--- src/rtl/sys_ctrl_pkg.sv ---
// sys_ctrl_pkg: shared opcodes, operand addresses and RX command FSM states
package sys_ctrl_pkg;
  localparam logic [7:0] CMD_RF_WR   = 8'hAA;
  localparam logic [7:0] CMD_RF_RD   = 8'hBB;
  localparam logic [7:0] CMD_ALU_OP  = 8'hCC;
  localparam logic [7:0] CMD_ALU_NOP = 8'hDD;
  localparam int unsigned OPA_ADDR = 0;
  localparam int unsigned OPB_ADDR = 1;
  typedef enum logic [2:0] {
    ST_IDLE,
    ST_WR_ADDR,
    ST_WR_DATA,
    ST_RD_ADDR,
    ST_ALU_A,
    ST_ALU_B,
    ST_ALU_FUN,
    ST_ALU_WAIT
  } rx_state_t;
endpackage

--- src/rtl/sys_ctrl_rx_timeout.sv ---
// sys_ctrl_rx_timeout: inter-byte idle counter that flags an abandoned partial frame
module sys_ctrl_rx_timeout #(
  parameter int TIMEOUT_CYCLES = 1024
) (
  input  logic CLK,
  input  logic rst,
  input  logic active,
  input  logic vld,
  output logic expire
);
  localparam int W = $clog2(TIMEOUT_CYCLES + 1);
  logic [W-1:0] cnt;
  assign expire = active && !vld && (cnt == W'(TIMEOUT_CYCLES - 1));
  // count idle cycles while a frame is open; any byte or expiry restarts the count
  always_ff @(posedge CLK or posedge rst) begin
    if (rst) cnt <= '0;
    else cnt <= (!active || vld || expire) ? '0 : cnt + 1'b1;
  end
endmodule

--- src/rtl/sys_ctrl_rx_cmd.sv ---
// sys_ctrl_rx_cmd: RX frame parser driving register file and ALU; inter-byte timeout enabled by SYS_CTRL_RX_TIMEOUT_EN
module sys_ctrl_rx_cmd
  import sys_ctrl_pkg::*;
#(
  parameter int DATA_WIDTH     = 8,
  parameter int ADDR_WIDTH     = 4,
  parameter int FUN_WIDTH      = 4,
  parameter int TIMEOUT_CYCLES = 1024
) (
  input  logic                  CLK,
  input  logic                  rst,
  input  logic [DATA_WIDTH-1:0] RX_P_DATA,
  input  logic                  RX_D_VLD,
  input  logic                  ALU_OUT_valid,
  output logic [ADDR_WIDTH-1:0] Address,
  output logic                  WrEn,
  output logic                  RdEn,
  output logic [DATA_WIDTH-1:0] WrData,
  output logic [FUN_WIDTH-1:0]  ALU_FUN,
  output logic                  ALU_EN,
  output logic                  CLK_GATE_EN,
  output logic                  Frame_err,
  output logic                  Busy
);
  rx_state_t state;
  logic      timeout;

  if (TIMEOUT_CYCLES < 2) begin : g_bad_timeout
    $error("TIMEOUT_CYCLES must be at least 2");
  end

`ifdef SYS_CTRL_RX_TIMEOUT_EN
  logic active;
  assign active = (state != ST_IDLE) && (state != ST_ALU_WAIT);
  sys_ctrl_rx_timeout #(
    .TIMEOUT_CYCLES(TIMEOUT_CYCLES)
  ) u_timeout (
    .CLK   (CLK),
    .rst   (rst),
    .active(active),
    .vld   (RX_D_VLD),
    .expire(timeout)
  );
`else
  assign timeout = 1'b0;
`endif

  // one byte per RX_D_VLD; strobes are single-cycle, data outputs hold until rewritten
  always_ff @(posedge CLK or posedge rst) begin
    if (rst) begin
      state       <= ST_IDLE;
      Address     <= '0;
      WrEn        <= 1'b0;
      RdEn        <= 1'b0;
      WrData      <= '0;
      ALU_FUN     <= '0;
      ALU_EN      <= 1'b0;
      CLK_GATE_EN <= 1'b0;
      Frame_err   <= 1'b0;
      Busy        <= 1'b0;
    end else begin
      WrEn      <= 1'b0;
      RdEn      <= 1'b0;
      ALU_EN    <= 1'b0;
      Frame_err <= 1'b0;
      if (state == ST_ALU_WAIT) begin
        Frame_err <= RX_D_VLD;
        if (ALU_OUT_valid) begin
          CLK_GATE_EN <= 1'b0;
          state       <= ST_IDLE;
          Busy        <= 1'b0;
        end
      end else if (timeout) begin
        state     <= ST_IDLE;
        Busy      <= 1'b0;
        Frame_err <= 1'b1;
      end else if (RX_D_VLD) begin
        case (state)
          ST_IDLE: begin
            case (RX_P_DATA)
              DATA_WIDTH'(CMD_RF_WR):   begin state <= ST_WR_ADDR; Busy <= 1'b1; end
              DATA_WIDTH'(CMD_RF_RD):   begin state <= ST_RD_ADDR; Busy <= 1'b1; end
              DATA_WIDTH'(CMD_ALU_OP):  begin state <= ST_ALU_A;   Busy <= 1'b1; end
              DATA_WIDTH'(CMD_ALU_NOP): begin state <= ST_ALU_FUN; Busy <= 1'b1; end
              default: Frame_err <= 1'b1;
            endcase
          end
          ST_WR_ADDR: begin
            Address <= RX_P_DATA[ADDR_WIDTH-1:0];
            state   <= ST_WR_DATA;
          end
          ST_WR_DATA: begin
            WrEn   <= 1'b1;
            WrData <= RX_P_DATA;
            state  <= ST_IDLE;
            Busy   <= 1'b0;
          end
          ST_RD_ADDR: begin
            RdEn    <= 1'b1;
            Address <= RX_P_DATA[ADDR_WIDTH-1:0];
            state   <= ST_IDLE;
            Busy    <= 1'b0;
          end
          ST_ALU_A: begin
            WrEn    <= 1'b1;
            Address <= ADDR_WIDTH'(OPA_ADDR);
            WrData  <= RX_P_DATA;
            state   <= ST_ALU_B;
          end
          ST_ALU_B: begin
            WrEn    <= 1'b1;
            Address <= ADDR_WIDTH'(OPB_ADDR);
            WrData  <= RX_P_DATA;
            state   <= ST_ALU_FUN;
          end
          ST_ALU_FUN: begin
            ALU_EN      <= 1'b1;
            ALU_FUN     <= RX_P_DATA[FUN_WIDTH-1:0];
            CLK_GATE_EN <= 1'b1;
            state       <= ST_ALU_WAIT;
          end
          default: begin
            state <= ST_IDLE;
            Busy  <= 1'b0;
          end
        endcase
      end
    end
  end
endmodule
--- config.mk ---
export PLATFORM = sky130hd
export DESIGN_NAME = sys_ctrl_rx_cmd
export DESIGN_NICKNAME = d
export VERILOG_FILES = /design/src/rtl/sys_ctrl_pkg.sv /design/src/rtl/sys_ctrl_rx_timeout.sv /design/src/rtl/sys_ctrl_rx_cmd.sv
export SDC_FILE = /design/constraint.sdc
export NUM_CORES = 1
export LEC_CHECK = 0
export BUFFER_PORTS_ARGS = -buffer_cell sky130_fd_sc_hd__clkbuf_2
export CORE_UTILIZATION = 50
export CTS_CLUSTER_SIZE = 30
export DETAILED_ROUTE_END_ITERATION = 16
export GPL_TIMING_DRIVEN = 0
export PLACE_DENSITY = 0.82
export SETUP_SLACK_MARGIN = 0.4
export SLEW_MARGIN = 10
export SYNTH_ARGS = -nofsm -noshare
export SYNTH_HDL_FRONTEND = slang
export SYNTH_SLANG_ARGS = --single-unit
export TNS_END_PERCENT = 10
--- constraint.sdc ---
create_clock -name CLK -period 2 [get_ports CLK]
set_clock_uncertainty 0.05 [all_clocks]
set_input_delay 0.1 -clock CLK [delete_from_list [all_inputs] [get_ports CLK]]
set_output_delay 0.1 -clock CLK [all_outputs]
set_load 0.1 [all_outputs]
Word level (Yosys, flattened, before mapping)
Cells that the tools add are included.
{"block": "totals", "in_bits": 12, "reg_bits": 25, "word_cells": 67, "out_inout_bits": 22}
{"block": "classes", "reduce_logical": 14, "bitwise": 1, "n_mux": 27, "n_eq_ne": 15}
{"operator": "== test 8 bit (second input constant)", "n": 4}
{"operator": "2-to-1 mux 1 bit", "n": 20}
{"operator": "one-hot mux 3 bit (5 select lines)", "n": 1}
{"operator": "AND reduction 3 bit", "n": 5}
{"operator": "== test 3 bit (second input constant)", "n": 4}
{"operator": "one-hot mux 3 bit (4 select lines)", "n": 1}
{"operator": "one-hot mux 4 bit (3 select lines)", "n": 1}
{"operator": "2-to-1 mux 3 bit", "n": 3}
{"operator": "OR reduction 4 bit", "n": 2}
{"operator": "== test 3 x 2 -> 1 bit (second input constant)", "n": 2}
{"operator": "inequality test 6 x 2 -> 1 bit (second input constant)", "n": 1}
{"operator": "AND reduction 4 bit", "n": 1}
{"operator": "nonzero test 2 bit", "n": 2}
{"operator": "== test 3 x 1 -> 1 bit (second input constant)", "n": 1}
{"operator": "zero test 3 bit", "n": 1}
{"operator": "inequality test 3 bit (second input constant)", "n": 1}
{"operator": "nonzero test 3 bit", "n": 1}
{"operator": "OR reduction 3 bit", "n": 1}
{"operator": "inequality test 2 x 1 -> 1 bit (second input constant)", "n": 1}
{"operator": "inequality test 2 bit (second input constant)", "n": 1}
{"operator": "one-hot mux 1 bit (2 select lines)", "n": 1}
{"operator": "OR reduction 2 bit", "n": 1}
{"operator": "NOT 1 bit", "n": 1}

Logic depth before layout (Yosys ltp)
Gate-level depths: netlist of run 1.
{"block": "logic_depth", "ltp_word": 6, "ltp_mapped": 4, "ltp_nobuf": 3}

Least setup slack after synthesis of run 1
OpenSTA, ideal clock, no wires.
{"block": "synth_timing", "kind": "reg2reg", "start": "register state[2]", "end": "register WrData[0]", "n_path_buf": 1, "path_stages_with_launch": 5, "setup_ns": 0.126, "synth_period_minus_slack_ns": 1.444, "required_ns": 1.824, "setup_slack_ns": 0.556, "arrival_ns": 1.268, "path_cell_list": "dfrtp_1 > buf_6 > nor2b_1 > o21ai_2 > mux2_2"}
{"block": "synth_via", "elab_chain_cells": 3, "word_cells_on_any_way": 7, "classes_between": "4 x eq/ne; 1 x bitwise; 2 x reduce/logical"}
{"element": "start, declared", "line_no": "sys_ctrl_rx_cmd.sv:25", "rtl": "rx_state_t state;"}
{"element": "start signal, assigned", "line_no": "sys_ctrl_rx_cmd.sv:51", "rtl": "state <= ST_IDLE;"}
{"element": "start signal, assigned", "line_no": "sys_ctrl_rx_cmd.sv:70", "rtl": "state <= ST_IDLE;"}
{"element": "start signal, assigned", "line_no": "sys_ctrl_rx_cmd.sv:74", "rtl": "state <= ST_IDLE;"}
{"element": "== test 3 bit, or another cell as far along", "line_no": "sys_ctrl_rx_cmd.sv:78", "rtl": "case (state)"}
{"element": "OR reduction 3 bit (no line) / NOT 1 bit (equally long branches)"}
{"element": "AND reduction 3 bit (no line) *"}
{"element": "end signal, assigned", "line_no": "sys_ctrl_rx_cmd.sv:94", "rtl": "WrData <= RX_P_DATA;"}
{"element": "end signal, assigned", "line_no": "sys_ctrl_rx_cmd.sv:107", "rtl": "WrData <= RX_P_DATA;"}
{"element": "end signal, assigned", "line_no": "sys_ctrl_rx_cmd.sv:113", "rtl": "WrData <= RX_P_DATA;"}
{"element": "end, declared", "line_no": "sys_ctrl_rx_cmd.sv:18", "rtl": "output logic [DATA_WIDTH-1:0] WrData,"}
Every way passes the cells marked *; elsewhere a longest branch is shown, timed or not.
A chain may end at the register's enable or synchronous reset.

Worst setup path in the final report of run 1
{"block": "layout_timing", "start": "register state[2]", "end": "register WrData[6]"}
Same word-level chain as after synthesis.

==> reports/qor.csv, run 1 <==
metric;value;unit
status;finished, final reports clean;
hold_class;input port to flip-flop;
yosysUniqueCellTypes;35;
finalWeightedCongestion;0.850;
crit_slowest_cell;dfrtp_1;
clockBufferDepth;2;
hold_viol_final;0;
worstSetupPathType;flip-flop to flip-flop;
synth_top_area_share;54.3;%
netlist_area;1150;um2
relSlewSlack;38.3;%
grt_use_total;21.5;%
synth_top_cell_by_area;dfrtp_1;
wl_per_cell;13.9;um
path_delay_family;flip-flops;
cts_setup_buffers;0;
antenna_left;0;
synth.area.top_cells;dfrtp_1 54%, mux2_2 12%, nor2b_1 3.8%, a31oi_1 2.7%, nand2_1 2.6%;
synth_common_cells;25 x dfrtp_1, 12 x mux2_2, 8 x nand2_1, 7 x nor2b_1;
yosys_warnings;0;
cts_buffers;3;
syn_nets;112;
crit_start;state[2];
period_share;75.3;%
ys_seq_elements;25;
cts_tree;built;
async_flop_share;100;%
port-buffer-count;33;
syn2layout_area_growth;24.1;%
dr.pass1.iters;4;
gr-total-overflow;0;
clkTransAtPathRegs;140;ps
drv_slew;0;
cp-start-kind;flip-flop;
dpl.hpwl;1690;um
cts.sinks;25;
synth-main-ff-cell;dfrtp_1;
io_pins;34;
rrSetupSlack;490;ps
synth_edf_count;0;
r2r_cells;4;
initialDrtViolationCount;26;
max_freq;664;MHz
ys_seq_area_share;54.3;%
htreeDepth;1;
chipHeight;50.0;um
cts_root_buf;clkbuf_4;
end_kind;flip-flop;
post-route-util;65.3;%
netlist_instances;100;
grt_pass1_wl;3990;um
vias_per_cell;5.51;
vias;931;
grt_pass1_vias;876;
cp.arrival;1680;ps
worst_slew_pin_slew;925;ps
critPathBufInv;1;
initial_utilization;52.6;%
r2r-start;state[2];
synth_most_common_cell;dfrtp_1;
syn_avg_cell_area;11.5;um2
core;2190;um2
cp_max_fo;10;
drv_cap;0;
die_width;50.0;um
cp-endpoint;WrData[6];
fin_area;1430;um2
rsz0062_at_grt;false;
drive_gt1_share;39.7;%
tns;0;ps
period_needed;1510;ps
row_count;17;
critPathRequiredTime;2170;ps
path_depth;4;
antennaDiodeCount;0;
drc_errors;0;
place_area;1350;um2
crit_chain;buf_6 -> nor2b_1 -> o21ai_4 -> mux2_2;
finalSetupViolations;0;
nets;154;
slowest_delay;400;ps
antenna_found_initial;0;
whs;23.2;ps
wirelength;2350;um
grt_max_degree;26;
clkLatencyLatePin;320;ps
fp.dieArea;2500;um2
worstReg2RegEnd;WrData[6];
## routing by layer
metal,up-vias,share of wire (%),GRT usage [%]
met5,-,0,0
met4,0,1.2,7.62
met3,5,5.4,4.63
met2,35,47,36.0
met1,449,46,27.1
li1,442,-,-
## placed cells by master (no fill, tap or decap), types with 2 or more instances in the layout
cell type / synthesis / layout
clkbuf_2: 0 / 33
a31oi_1: 5 / 5
nor2_1: 2 / 2
mux2_2: 12 / 12
a21oi_1: 3 / 3
dlygate4sd3_1: 0 / 4
inv_1: 4 / 4
nand4bb_1: 2 / 2
o21ai_0: 5 / 5
nor2b_1: 7 / 7
clkbuf_4: 0 / 3
buf_2: 3 / 3
dfrtp_1: 25 / 25
nand2_1: 8 / 8
## worst min-delay path by stage
stage | depth (start not counted) | end | startpoint | slack, ps
6_report | 2 | WrData[4] | RX_P_DATA[4] | 20
5_1_grt | 2 | ALU_FUN[3] | RX_P_DATA[3] | 8
4_1_cts | 2 | WrData[3] | RX_P_DATA[3] | 10
3_5_place_dp | 2 | ALU_EN | rst | 290
3_3_place_gp | 2 | Address[1] | rst | 260
2_1_floorplan | 1 | ALU_EN | rst | 80
## cells by family after synthesis
| group | Yosys count | share of synthesized area [%] |
|---|---|---|
| multiplexers | 12 | 11.7 |
| XOR/XNOR | 1 | 0.760 |
| AO/OA/AOI/OAI | 22 | 13.0 |
| AND/OR/NAND/NOR | 30 | 15.6 |
| buffers and inverters | 10 | 4.56 |
| flip-flops | 25 | 54.3 |
## area by class of cell
| class | instances | area (um2) |
|---|---|---|
| Tap cell | 28 | 35.0 |
| Clock inverter | 1 | 7.51 |
| Inverter | 4 | 15.0 |
| Timing Repair Buffer | 37 | 205 |
| Multi-Input combinational cell | 65 | 482 |
| Buffer | 6 | 37.5 |
| Fill cell | 186 | 761 |
| Clock buffer | 3 | 22.5 |
| Sequential cell | 25 | 626 |
## repair_timing
action / CTS / global route
endpoints found under the setup margin: 8 / 0
hold buffers: 4 / 0
hold endpoints to repair: 28 / 0
gates resized for setup: 1 / 0
## stage by stage
step	cells	setup WS (ps)
2_1_floorplan	100	556
3_3_place_gp	161	413
3_5_place_dp	161	380
4_1_cts	169	457
5_1_grt	169	400
6_report	169	493
## state kept, by name (all words and copies together), names as in the netlist
name,flops
WrData,8
ALU_FUN,4
Address,4
state,3
ALU_EN,1
Busy,1
CLK_GATE_EN,1
Frame_err,1
RdEn,1
WrEn,1
Power of run 1 is not shown: default switching activity piles up to over one toggle a cycle in this logic, so the estimate is an artifact.
==> run 2: changes to the inputs <==
--- a/config.mk
+++ b/config.mk
@@ -6,11 +6,11 @@
 export NUM_CORES = 1
 export LEC_CHECK = 0
 export BUFFER_PORTS_ARGS = -buffer_cell sky130_fd_sc_hd__clkbuf_2
-export CORE_UTILIZATION = 50
+export CORE_UTILIZATION = 45
 export CTS_CLUSTER_SIZE = 30
 export DETAILED_ROUTE_END_ITERATION = 16
 export GPL_TIMING_DRIVEN = 0
-export PLACE_DENSITY = 0.82
+export PLACE_DENSITY = 0.78
 export SETUP_SLACK_MARGIN = 0.4
 export SLEW_MARGIN = 10
 export SYNTH_ARGS = -nofsm -noshare
==> constraint.sdc (replaced) <==
create_clock -name CLK -period 1.2 [get_ports CLK]
set_clock_uncertainty 0.05 [all_clocks]
set_input_delay 0.06 -clock CLK [delete_from_list [all_inputs] [get_ports CLK]]
set_output_delay 0.06 -clock CLK [all_outputs]
set_load 0.1 [all_outputs]
==> run 2 against run 1 <==
Net effect: the run now ends with negative hold slack, negative setup slack left; critical path depth is 1 higher; worst hold slack worse by 190 ps; global-route usage is 7.9 points higher; highest routed layer unchanged; worst setup slack worse by 800 ps; register-to-register slack worse by 800 ps; utilization is 19 points higher; via count is 9.9% higher; die area is 11% higher; routed wire length is 53% higher; flip-flop and latch count stayed put.
==> reports/qor.csv, run 2 (same netlist as run 1, synthesis figures left out) <==
metric;value;unit;change
r2r_cells;5;;+1
nets;157;;+1.9%
critPathRequiredTime;1370;ps;-800 ps
port-buffer-count;33;;unchanged
hold_viol_final;31;;+31
drv_slew;0;;unchanged
wl_per_cell;20.8;um;+50%
die_width;52.6;um;+5.2%
chipHeight;52.6;um;+5.2%
antenna_found_initial;0;;unchanged
drv_cap;0;;unchanged
initialDrtViolationCount;30;;+15%
reg_top3;WrData (8), ALU_FUN (4), Address (4);;
grt_pass1_vias;1096;;+25%
relSlewSlack;37.4;%;-0.82 points
clkLatencyLatePin;340;ps;+20 ps
violations;negative hold slack, negative setup slack;;
clkTransAtPathRegs;160;ps;+20 ps
cts.sinks;25;;unchanged
fp.dieArea;2770;um2;+11%
clockBufferDepth;2;;unchanged
fin_ws;-305;ps;-798 ps
grt_pass1_wl;5640;um;+42%
cp_max_fo;9;;-1
tns;-4480;ps;-4480 ps
crit_slowest_cell;dfrtp_1;;
rsz0062_at_grt;true;;
worst_slew_pin_slew;937;ps;+12.3 ps
core;2320;um2;+5.8%
largest_register_ffs;8;;unchanged
top_register;WrData;;
dpl.hpwl;1770;um;+4.8%
cts_buffers;3;;unchanged
cts_root_buf;clkbuf_4;;
drive_gt1_share;45.8;%;+6.1 points
whs;-171;ps;-194 ps
r2r-start;state[2];;
initial_utilization;49.7;%;-2.9 points
antennaDiodeCount;0;;unchanged
grt_use_total;29.5;%;+7.9 points
cts_tree;built;;
drc_errors;0;;unchanged
layout_commonest_cell;dfrtp_1;;
cp.arrival;1680;ps;about the same
finalWeightedCongestion;0.875;;+3.0%
wirelength;3580;um;+53%
vias;1023;;+9.9%
syn2layout_area_growth;70.0;%;
gr-total-overflow;0;;unchanged
worstSetupPathType;flip-flop to flip-flop;;
period_needed;1500;ps;-2.18 ps
antenna_left;0;;unchanged
status;finished, violations left;;
cp-start-kind;flip-flop;;
crit_chain;buf_6 -> nor3b_4 -> o21ai_4 -> buf_12 -> mux2_4;;
final_cell_mix;24 x dfrtp_1, 20 x clkbuf_16, 11 x clkbuf_2, 8 x nand2_1, 8 x mux2_4;;
row_count;17;;unchanged
worstReg2RegEnd;WrData[4];;
slowest_delay;410;ps;about the same
rrSetupSlack;-300;ps;-800 ps
vias_per_cell;5.95;;+8.0%
crit_start;state[2];;
end_kind;flip-flop;;
hold_class;input port to async pin;;
cp-endpoint;WrData[4];;
max_freq;665;MHz;+0.14%
finalSetupViolations;23;;+23
grt_max_degree;26;;unchanged
period_share;125;%;+50 points
io_pins;34;;unchanged
htreeDepth;1;;unchanged
cts_hold_buf;3;;-1
dr.pass1.iters;4;;unchanged
[run 2: cell count changes in the layout (fill, tap and decap cells not counted), moves of 2 or more]
cell / delta
clkbuf_2: -22
buf_4: +4
buf_12: +2
mux2_2: -8
buf_2: -2
nor2b_1: -2
clkbuf_16: +20
mux2_4: +8
[run 2: layout make-up]
| class | instances | area, um2 |
|---|---|---|
| clock buffer | 3 | 22.5 |
| sequential | 25 | 627 |
| multi-input combinational | 65 | 544 |
| timing repair buffer | 40 | 666 |
| inverter | 4 | 15.0 |
| clock inverter | 1 | 7.51 |
| buffer | 6 | 42.5 |
| tap | 28 | 35.0 |
| fill | 102 | 359 |
[run 2: worst min path at each step]
| stage | slack, ps | to | startpoint | cells after the start |
|---|---|---|---|---|
| final | -170 | ALU_EN | rst | 2 |
| after global routing | -100 | Address[3] | rst | 2 |
| after CTS | -120 | RdEn | rst | 2 |
| after detailed placement | 250 | RdEn | rst | 2 |
| after global placement | 230 | Address[2] | rst | 2 |
| after floorplan | 40 | ALU_EN | rst | 1 |
[run 2: per-stage QoR]
stage / instance area (um2) / util (%) / instances / setup WS, ps / hold slack, ps
2_1_floorplan: 1200 / - / 100 / -226 / 37.2
3_3_place_gp: 1400 / 60.6 / 161 / -315 / 226
3_5_place_dp: 1400 / 60.6 / 161 / -345 / 254
4_1_cts: 1920 / 82.8 / 170 / -257 / -124
5_1_grt: 1960 / 84.5 / 172 / -339 / -95.4
6_report: 1960 / 84.5 / 172 / -305 / -171
[run 2: repair_timing]
| action | in CTS | in global routing |
|---|---|---|
| setup buffers | 2 | 2 |
| hold endpoints to repair | 37 | 32 |
| setup endpoints to repair | 47 | 47 |
| gates resized for setup | 67 | 9 |
| gates cloned | 0 | 0 |
| pin swaps | 3 | 0 |
[run 2: layer usage]
metal	global-route usage, %	part of all wire (%)	wire length (um)	vias to the layer above
li1	-	-	-	447
met1	36.4	39	1410	493
met2	48.5	49	1770	66
met3	4.64	6.4	230	17
met4	16.7	4.8	172	0
met5	0	0	0	-
[run 2: critical path, delay by kind of cell, from the launching register on]
kind | cells | cell delay (ps)
compound gates | 1 | 90
buf+inv | 2 | 290
flops | 1 | 410
mux | 1 | 300
simple gates | 1 | 230
Power of run 2 is left out for the same reason.
